==> src/rtl/snake_pkg.sv <==
// Shared encodings for the snake direction/command scheduler.
package snake_pkg;

    localparam logic [1:0] DIR_UP    = 2'b00;
    localparam logic [1:0] DIR_DOWN  = 2'b01;
    localparam logic [1:0] DIR_LEFT  = 2'b10;
    localparam logic [1:0] DIR_RIGHT = 2'b11;

    localparam int NKEYS       = 7;
    localparam int KEY_UP      = 0;
    localparam int KEY_DOWN    = 1;
    localparam int KEY_LEFT    = 2;
    localparam int KEY_RIGHT   = 3;
    localparam int KEY_START   = 4;
    localparam int KEY_SPEED   = 5;
    localparam int KEY_RESTART = 6;

    typedef enum logic [1:0] {
        ST_IDLE  = 2'b00,
        ST_RUN   = 2'b01,
        ST_PAUSE = 2'b10,
        ST_OVER  = 2'b11
    } state_e;

    // Opposite directions share the axis bit and differ in the sign bit.
    function automatic logic is_reverse(input logic [1:0] a, input logic [1:0] b);
        return (a[1] == b[1]) && (a[0] != b[0]);
    endfunction

    function automatic logic is_onehot7(input logic [NKEYS-1:0] v);
        return (v != 7'd0) && ((v & (v - 7'd1)) == 7'd0);
    endfunction

    function automatic logic [1:0] dir_enc(input logic [3:0] v);
        if (v[KEY_DOWN])       return DIR_DOWN;
        else if (v[KEY_LEFT])  return DIR_LEFT;
        else if (v[KEY_RIGHT]) return DIR_RIGHT;
        else                   return DIR_UP;
    endfunction

endpackage

==> src/rtl/dir_fifo.sv <==
// Small synchronous FIFO with occupancy count, flush and tail peek.
module dir_fifo #(
    parameter  int DEPTH = 4,
    parameter  int W     = 2,
    localparam int AW    = $clog2(DEPTH),
    localparam int CW    = AW + 1
) (
    input  logic          clk_i,
    input  logic          rst_ni,
    input  logic          flush_i,
    input  logic          push_i,
    input  logic [W-1:0]  wdata_i,
    input  logic          pop_i,
    output logic [W-1:0]  rdata_o,
    output logic [W-1:0]  tail_o,
    output logic [CW-1:0] count_o,
    output logic          full_o,
    output logic          empty_o
);

    logic [DEPTH-1:0][W-1:0] mem_q;
    logic [AW-1:0]           wr_ptr_q, rd_ptr_q;
    logic [CW-1:0]           count_q;
    logic                    push_ok, pop_ok;

    assign empty_o = (count_q == '0);
    assign full_o  = (count_q == CW'(DEPTH));
    assign count_o = count_q;
    assign rdata_o = mem_q[rd_ptr_q];
    assign tail_o  = mem_q[wr_ptr_q - AW'(1)];

    // A full FIFO still takes a write when the same cycle frees a slot.
    assign pop_ok  = pop_i & ~empty_o;
    assign push_ok = push_i & (~full_o | pop_ok);

    always_ff @(posedge clk_i or negedge rst_ni) begin
        if (!rst_ni) begin
            mem_q    <= '0;
            wr_ptr_q <= '0;
            rd_ptr_q <= '0;
            count_q  <= '0;
        end else if (flush_i) begin
            wr_ptr_q <= '0;
            rd_ptr_q <= '0;
            count_q  <= '0;
        end else begin
            if (push_ok) begin
                mem_q[wr_ptr_q] <= wdata_i;
                wr_ptr_q        <= wr_ptr_q + AW'(1);
            end
            if (pop_ok) rd_ptr_q <= rd_ptr_q + AW'(1);
            case ({push_ok, pop_ok})
                2'b10:   count_q <= count_q + CW'(1);
                2'b01:   count_q <= count_q - CW'(1);
                default: count_q <= count_q;
            endcase
        end
    end

endmodule

==> src/rtl/dir_cmd_sched.sv <==
// Snake key merger: edge-detects IR/button keys, queues directions per tick, runs game state.
module dir_cmd_sched
    import snake_pkg::*;
#(
    parameter  int         QDEPTH    = 4,
    parameter  bit         BTN_PRIO  = 1'b1,
    parameter  logic [1:0] RESET_DIR = 2'b11,
    localparam int         CW        = $clog2(QDEPTH) + 1
) (
    input  logic            sys_clk,
    input  logic            sys_rst_n,
    input  logic [6:0]      ir_key,
    input  logic [6:0]      btn_key,
    input  logic            game_tick,
    input  logic            game_over,
    output logic [1:0]      cur_dir,
    output logic            dir_upd,
    output logic            run,
    output logic [1:0]      state,
    output logic            speed_pls,
    output logic            restart_pls,
    output logic [CW-1:0]   q_count,
    output logic            q_ovf
);

    logic [6:0] ir_prev_q, btn_prev_q;
    logic [6:0] ir_ev, btn_ev;
    logic       ir_ok, btn_ok, ir_dir_v, btn_dir_v, use_btn, dir_v;
    logic [1:0] dir_sel;
    logic [2:0] cmd;
    logic       ev_start, ev_speed, ev_restart;

    state_e     state_q;
    logic       run_q, speed_q, restart_q;
    logic [1:0] cur_dir_q, cur_dir_d;
    logic       dir_upd_q, dir_upd_d;
    logic       q_ovf_q, q_ovf_d;

    logic       in_run, flush, pop, acc, is_new, push;
    logic [1:0] ref_dir, fifo_head, fifo_tail;
    logic       fifo_full, fifo_empty;

    // A source whose new-press vector is not one-hot contributes nothing this cycle.
    assign ir_ev     = ir_key & ~ir_prev_q;
    assign btn_ev    = btn_key & ~btn_prev_q;
    assign ir_ok     = is_onehot7(ir_ev);
    assign btn_ok    = is_onehot7(btn_ev);
    assign ir_dir_v  = ir_ok & (|ir_ev[3:0]);
    assign btn_dir_v = btn_ok & (|btn_ev[3:0]);
    assign use_btn   = btn_dir_v & (BTN_PRIO | ~ir_dir_v);
    assign dir_v     = btn_dir_v | ir_dir_v;
    assign dir_sel   = use_btn ? dir_enc(btn_ev[3:0]) : dir_enc(ir_ev[3:0]);

    assign cmd        = (ir_ok ? ir_ev[6:4] : 3'b000) | (btn_ok ? btn_ev[6:4] : 3'b000);
    assign ev_start   = cmd[KEY_START - 4];
    assign ev_speed   = cmd[KEY_SPEED - 4];
    assign ev_restart = cmd[KEY_RESTART - 4];

    assign in_run  = (state_q == ST_RUN);
    assign flush   = ev_restart | (in_run & game_over);
    assign pop     = game_tick & in_run & ~fifo_empty & ~flush;
    assign acc     = dir_v & in_run & ~flush;
    // Compare against the pre-pop tail; with one entry that is the value being popped.
    assign ref_dir = fifo_empty ? cur_dir_q : fifo_tail;
    assign is_new  = (dir_sel != ref_dir);
    assign push    = acc & is_new & (~fifo_full | pop);
    assign q_ovf_d = acc & is_new & fifo_full & ~pop;

    always_comb begin
        cur_dir_d = cur_dir_q;
        dir_upd_d = 1'b0;
        if (ev_restart) begin
            cur_dir_d = RESET_DIR;
        end else if (pop && !is_reverse(fifo_head, cur_dir_q)) begin
            cur_dir_d = fifo_head;
            dir_upd_d = 1'b1;
        end
    end

    dir_fifo #(.DEPTH(QDEPTH), .W(2)) u_fifo (
        .clk_i   (sys_clk),
        .rst_ni  (sys_rst_n),
        .flush_i (flush),
        .push_i  (push),
        .wdata_i (dir_sel),
        .pop_i   (pop),
        .rdata_o (fifo_head),
        .tail_o  (fifo_tail),
        .count_o (q_count),
        .full_o  (fifo_full),
        .empty_o (fifo_empty)
    );

    always_ff @(posedge sys_clk or negedge sys_rst_n) begin
        if (!sys_rst_n) begin
            ir_prev_q  <= '0;
            btn_prev_q <= '0;
            cur_dir_q  <= RESET_DIR;
            dir_upd_q  <= 1'b0;
            q_ovf_q    <= 1'b0;
        end else begin
            ir_prev_q  <= ir_key;
            btn_prev_q <= btn_key;
            cur_dir_q  <= cur_dir_d;
            dir_upd_q  <= dir_upd_d;
            q_ovf_q    <= q_ovf_d;
        end
    end

    // Restart overrides everything; game_over beats START while running.
    always_ff @(posedge sys_clk or negedge sys_rst_n) begin
        if (!sys_rst_n) begin
            state_q   <= ST_IDLE;
            run_q     <= 1'b0;
            speed_q   <= 1'b0;
            restart_q <= 1'b0;
        end else begin
            restart_q <= ev_restart;
            speed_q   <= ev_speed & ~ev_restart & (state_q == ST_RUN || state_q == ST_PAUSE);
            if (ev_restart) begin
                state_q <= ST_IDLE;
                run_q   <= 1'b0;
            end else begin
                case (state_q)
                    ST_IDLE: if (ev_start) begin
                        state_q <= ST_RUN;
                        run_q   <= 1'b1;
                    end
                    ST_RUN: if (game_over) begin
                        state_q <= ST_OVER;
                        run_q   <= 1'b0;
                    end else if (ev_start) begin
                        state_q <= ST_PAUSE;
                        run_q   <= 1'b0;
                    end
                    ST_PAUSE: if (ev_start) begin
                        state_q <= ST_RUN;
                        run_q   <= 1'b1;
                    end
                    default: state_q <= ST_OVER;
                endcase
            end
        end
    end

    assign cur_dir     = cur_dir_q;
    assign dir_upd     = dir_upd_q;
    assign run         = run_q;
    assign state       = state_q;
    assign speed_pls   = speed_q;
    assign restart_pls = restart_q;
    assign q_ovf       = q_ovf_q;

endmodule

==> config.mk <==
export PLATFORM = sky130hd
export DESIGN_NAME = dir_cmd_sched
export DESIGN_NICKNAME = d
export VERILOG_FILES = /design/src/rtl/snake_pkg.sv /design/src/rtl/dir_fifo.sv /design/src/rtl/dir_cmd_sched.sv
export SDC_FILE = /design/constraint.sdc
export NUM_CORES = 1
export LEC_CHECK = 0
export BUFFER_PORTS_ARGS = -buffer_cell sky130_fd_sc_hd__clkbuf_2
export CAP_MARGIN = 30
export CELL_PAD_IN_SITES_DETAIL_PLACEMENT = 0
export CELL_PAD_IN_SITES_GLOBAL_PLACEMENT = 1
export CORE_ASPECT_RATIO = 1.1
export CORE_MARGIN = 3
export CORE_UTILIZATION = 50
export CTS_BUF_LIST = sky130_fd_sc_hd__clkbuf_8
export DETAILED_ROUTE_END_ITERATION = 6
export HOLD_SLACK_MARGIN = 0.03
export PLACE_DENSITY = 0.91
export SKIP_CTS_REPAIR_TIMING = 1
export SYNTH_ARGS = -nofsm -noshare
export SYNTH_HDL_FRONTEND = slang
export SYNTH_SLANG_ARGS = --single-unit
==> constraint.sdc <==
create_clock -name sys_clk -period 8.5 [get_ports sys_clk]
set_clock_uncertainty 0.05 [all_clocks]
set_input_delay 1.7 -clock sys_clk [delete_from_list [all_inputs] [get_ports sys_clk]]
set_output_delay 1.7 -clock sys_clk [all_outputs]
set_load 0.005 [all_outputs]
Yosys cells after proc, flatten, opt, wreduce, memory -nomap -nowiden:

Index checks and enable logic that the tools add are counted.

* input bits: 18
* logic and storage cells: 130
* output and inout bits: 12
* bits in registers: 38

* add/sub/neg operators: 7
* muxes and demuxes: 37
* equal/unequal tests: 10
* bitwise operators: 32
* reductions and logical operators: 24
* $lt $le $gt $ge: 4

Operator list (count)
* 2-bit two-way mux: 21
* 7-bit AND: 4
* 1-bit AND: 16
* 7-bit logical NOT: 2
* 7-bit NOT: 2
* 7-bit nonzero test: 2
* 7-bit by 1-bit subtractor with 7-bit output (second input constant): 2
* 2-bit by 3-bit less-than comparator with 1-bit output (second input constant): 3
* 3-bit two-way mux: 3
* 2-bit binary-select mux with 2-bit select: 2
* 8-bit bitwise mux: 1
* 4-bit OR reduction: 2
* 1-bit two-way mux: 6
* 3-bit one-hot mux with 2 select lines: 1
* 2-bit nonzero test: 3
* 3-bit nonzero test: 2
* 1-bit logical AND: 5
* 1-bit NOT: 5
* 2-bit by 1-bit adder with 2-bit output (second input constant): 2
* 2-bit demux with 2-bit select: 1
* 2-bit by 1-bit equality test with 1-bit output (second input constant): 2
* 2-bit equality test (second input constant): 2
* 4-bit inequality test (second input constant): 1
* 1-bit OR: 4
* 19 further kinds: 20

Longest topological paths before layout:

* depth in word-level cells: 17
* mapped depth: 15
* gate-level depth less buffers: 14

By module:

Synthesis repeated with hierarchy kept, for this count alone.

* cell total of the unflattened synthesis: 218
* area, all modules: 2298.5 µm²

By module, submodules not included
* dir_cmd_sched: area each 1356.3 µm², cells an instance 133, times used 1
* dir_fifo: area each 942.2 µm², cells an instance 85, times used 1

Worst setup path before layout:

OpenSTA, ideal clock, no wires.

* path type: input port to flip-flop
* from: input btn_key[2]
* to: register u_fifo.count_q[2], in the netlist u_fifo.count_o[2]
* cell stages on the path: 12
* arrival: 4464 ps
* slack: 3919 ps
* data required time: 8383 ps
* library setup time: 67 ps
* cell sequence: nor2b_1 -> nor4_1 -> a311oi_2 -> or4_1 -> o211ai_1 -> a2111oi_4 -> buf_6 -> nor3_1 -> fa_1 -> or3_1 -> a221o_1 -> nand2_1

* longest elaborated chain between the ends: 16
* elaborated cells between the ends (all ways): 31
* classes of those cells: add/sub (1); eq/ne (3); mux (6); bitwise (16); reduce/logical (5)

Ends and longest elaborated chain
* start, declared: RTL line dir_cmd_sched.sv:13 `input logic [6:0] btn_key,`
* 7-bit AND (*): RTL line dir_cmd_sched.sv:45 `assign btn_ev = btn_key & ~btn_prev_q;`
* 7-bit by 1-bit subtractor with 7-bit output: RTL line snake_pkg.sv:31 `return (v != 7'd0) && ((v & (v - 7'd1)) == 7'd0);`
* 7-bit AND: RTL line snake_pkg.sv:31
* 7-bit logical NOT: RTL line snake_pkg.sv:31
* 1-bit logical AND: RTL line snake_pkg.sv:31
* 3-bit two-way mux: RTL line dir_cmd_sched.sv:54 `assign cmd = (ir_ok ? ir_ev[6:4] : 3'b000) | (btn_ok ? btn_ev[6:4] : 3'b000);`
* 3-bit OR: RTL line dir_cmd_sched.sv:54
* 1-bit OR: RTL line dir_cmd_sched.sv:60 `assign flush = ev_restart | (in_run & game_over);`
* 1-bit NOT (no line)
* 1-bit AND, on equally long branches: RTL line dir_cmd_sched.sv:62, dir_cmd_sched.sv:61
* 1-bit AND, or another cell as far along: RTL line dir_cmd_sched.sv:66 `assign push = acc & is_new & (~fifo_full | pop);`
* 1-bit AND / 1-bit OR (equally long branches): RTL line dir_cmd_sched.sv:66, dir_fifo.sv:34
* 1-bit AND: RTL line dir_fifo.sv:34 `assign push_ok = push_i & (~full_o | pop_ok);`
* 2-bit by 1-bit equality test with 1-bit output / 2-bit equality test (equally long branches): RTL line dir_fifo.sv:52 `case ({push_ok, pop_ok})`
* 3-bit one-hot mux with 2 select lines: RTL line dir_fifo.sv:52
* 3-bit two-way mux: RTL line dir_fifo.sv:42 `end else if (flush_i) begin`
* end signal, assigned: RTL line dir_fifo.sv:53 `2'b10: count_q <= count_q + CW'(1);`
* end signal, assigned: RTL line dir_fifo.sv:54 `2'b01: count_q <= count_q - CW'(1);`
* end signal, assigned: RTL line dir_fifo.sv:55 `default: count_q <= count_q;`
* end, declared: RTL line dir_fifo.sv:23 `logic [CW-1:0] count_q;`

Every way passes the cells marked *; elsewhere a longest branch is shown, timed or not.
A chain may end at the register's enable or synchronous reset.

Worst setup path after layout:

* from: input btn_key[0]
* to: register u_fifo.count_q[2], in the netlist u_fifo.count_o[2]

The elaborated chain is that of the path after synthesis.

==> results.json <==
{
  "multi_input_area_um2": 1220,
  "rows": 24,
  "clockRootBuffer": "clkbuf_8",
  "io_buffers": 29,
  "relSlewSlack_pct": 33.1,
  "synth.area.mux_share_pct": 9.84,
  "start_util_pct": 54.1,
  "synthFlopType": "dfrtp_1",
  "whs_ns": 0.484,
  "synth_area_um2": 2220,
  "synth_compound_area_share_pct": 16.2,
  "avgSynthCellArea_um2": 10.6,
  "overflow": 0,
  "critPathBufInv": 1,
  "status": "finished, final reports clean",
  "finalSetupViolCount": 0,
  "worst_ep_required_time_ns": 8.67,
  "io_pins": 30,
  "worst-setup-path-type": "in2reg",
  "internal_power_mw": 0.401,
  "cpPeakStageDelay_ns": 0.79,
  "seq_area_um2": 953,
  "regToRegSetupSlack_ns": 4.56,
  "combPwrFrac_pct": 39.7,
  "final_cell_mix": "dfrtp_1, clkbuf_2, nand2_1",
  "clock_latency_ns": 0.29,
  "wl_um": 4550,
  "final_common_cell": "dfrtp_1",
  "grt_pass1_vias": 1699,
  "min_path_cells": 1,
  "synth-adder-area-share_pct": 5.85,
  "layout_setup_ws_ns": 3.56,
  "cap_violations": 0,
  "min_period_ns": 4.94,
  "fp.coreArea_um2": 4110,
  "htree_levels": 2,
  "cp_cell_sequence": "clkbuf_2 > nor2b_1 > nor4_1 > a311oi_2 > or4_1 > o211ai_1 > a2111oi_4 > nor3_1 > fa_1 > or3_1 > a221o_1 > nand2_1",
  "final_util_pct": 61.4,
  "cellLeakagePower_nw": 1.13,
  "final_cells": 295,
  "ys_types": 56,
  "cts_buffers": 5,
  "place.gp.congestion": 0.854,
  "wire_per_inst_um": 15.4,
  "clkPwrFrac_pct": 19.7,
  "finish.instance_area_um2": 2530,
  "hp-class": "reg2reg",
  "drtIter0Drc": 103,
  "cts_tree": "done",
  "first_pass_iters": 4,
  "p_seq_share_pct": 40.6,
  "critical_path_depth": 12,
  "placed_area_um2": 2410,
  "tightest_slew_ns": 1.00,
  "cp-start-kind": "input port",
  "dp_cells": 286,
  "ant_nets": 0,
  "num_vias": 1697,
  "maxSlewViolCount": 0,
  "dieHeight_um": 76.0,
  "syn_inst": 210,
  "grt_use_total_pct": 18.3,
  "cts_buffer_depth": 2,
  "fill_cells": 375,
  "cts_sinks": 38,
  "ys_ff_latch": 38,
  "synthArstFlopShare_pct": 100,
  "slowest_stage": "a2111oi_4",
  "die_w_um": 69.6,
  "switching_share_pct": 37.6,
  "grt_max_degree": 39,
  "yosysSeqAreaShare_pct": 42.9,
  "synth-xor-area-share_pct": 2.76,
  "synthSimpleGateAreaFrac_pct": 20.2,
  "power.density_nw_per_um2": 254,
  "synth_edf_count": 0,
  "clk_pin_slew_ns": 0.07,
  "fmax_mhz": 202,
  "synth_top_family_by_area": "simple AND/OR/NAND/NOR gates",
  "syn_to_final_growth_pct": 13.6,
  "worst_setup_path_end_kind": "flip-flop",
  "finalHoldViolations": 0,
  "dp_hpwl_um": 3350,
  "yosysWarningCount": 0,
  "p_total_mw": 0.642,
  "final.setup.tns_ns": 0,
  "cp_data_arrival_time_ns": 5.11,
  "viasPerCell": 5.75,
  "fin_nets": 269,
  "drive_gt1_share_pct": 24.3,
  "ir_worst_vdd_uv": 129,
  "rsz0062_at_grt": "no",
  "switchingPower_mw": 0.242,
  "path_max_fanout": 13,
  "reg2reg_depth": 13,
  "antenna_found_initial": 0,
  "antennaDiodeCount": 0,
  "dieArea_um2": 5290,
  "path_delay_family": "compound AO/OA/AOI/OAI gates",
  "place_ws_ns": 3.25,
  "timing.final.crit_share_pct": 58.1,
  "drc": 0,
  "syn_nets": 237,
  "grt_pass1_wl_um": 7910
}
-- synth_stat cells, types with 2 or more instances --
library cell	n	area share [%]
nand2_1	21	3.5
clkbuf_1	3	0.51
mux2_4	2	1.3
nor3_1	5	1.1
dfstp_2	2	2.4
o2111ai_1	4	1.6
mux2i_1	2	0.90
inv_1	6	1.0
a221o_1	3	1.3
nor4_1	3	0.84
o21a_1	3	1.0
or3_1	2	0.56
nor2_1	13	2.2
xor2_1	4	1.6
nand3_1	5	1.1
nand2b_1	12	3.4
a211oi_1	3	1.0
xnor2_1	3	1.2
nor2b_1	10	2.8
mux2_2	6	3.0
o211ai_1	2	0.67
o21ai_0	6	1.3
and2_1	3	0.84
ha_1	8	4.5
and3_1	3	0.84
nand3b_1	2	0.67
a21oi_1	6	1.3
dfrtp_1	36	40
o22ai_1	2	0.56
mux4_2	4	4.0
-- cell type report --
cell class	count	share of cell area, %
clock buffers	6	3.27
repair buffers	30	6.84
flip-flops and latches	38	37.7
inverters	6	0.892
well taps	52	2.58
multi-input cells	161	48.3
clock inverters	2	0.347
-- sequential cells by signal, summed over array words and instances (netlist names) --
| signal | cells |
|---|---|
| btn_prev_q | 7 |
| cur_dir | 2 |
| dir_upd | 1 |
| ir_prev_q | 7 |
| q_ovf | 1 |
| restart_pls | 1 |
| run | 1 |
| speed_pls | 1 |
| state | 2 |
| u_fifo.count_o | 3 |
| u_fifo.mem_q | 8 |
| u_fifo.rd_ptr_q | 2 |
| u_fifo.wr_ptr_q | 2 |
-- power groups by stage --
stage	Combinational (mW)	Sequential (mW)	Clock, mW
floorplan	0.195	0.254	0
global placement	0.251	0.263	0
detailed placement	0.255	0.264	0
CTS	0.256	0.261	0.130
global route	0.290	0.267	0.136
finish	0.255	0.261	0.126
-- cell families (layout without fill, tap and decap cells) --
| family | Yosys count | in the layout |
|---|---|---|
| xor gates and xnor gates | 7 | 7 |
| AOI/OAI and AO/OA | 44 | 44 |
| buffers and inverters | 11 | 44 |
| DFF | 38 | 38 |
| adders and majority gates | 10 | 10 |
| muxes | 15 | 15 |
| and+or+nand+nor | 85 | 85 |
-- worst paths after layout --
path                                    startpoint                end
worst max register to register  u_fifo.wr_ptr_q[0]  u_fifo.count_o[2]
worst min register to register     u_fifo.mem_q[0]    u_fifo.mem_q[0]
worst max-delay path                    btn_key[0]  u_fifo.count_o[2]
min in group asynchronous                sys_rst_n      btn_prev_q[1]
max in group asynchronous                sys_rst_n         cur_dir[1]
worst min-delay path               u_fifo.mem_q[0]    u_fifo.mem_q[0]
-- metal layers --
layer  up-vias  track usage (%)  part of all wire [%]
met5         -                0                     0
li1        834                -                     -
met2        38             29.1                    47
met4         0             7.81                   2.1
met1       815             24.3                    47
met3        10             3.31                   4.2
Note: power is estimated with default switching activity, not from simulation.
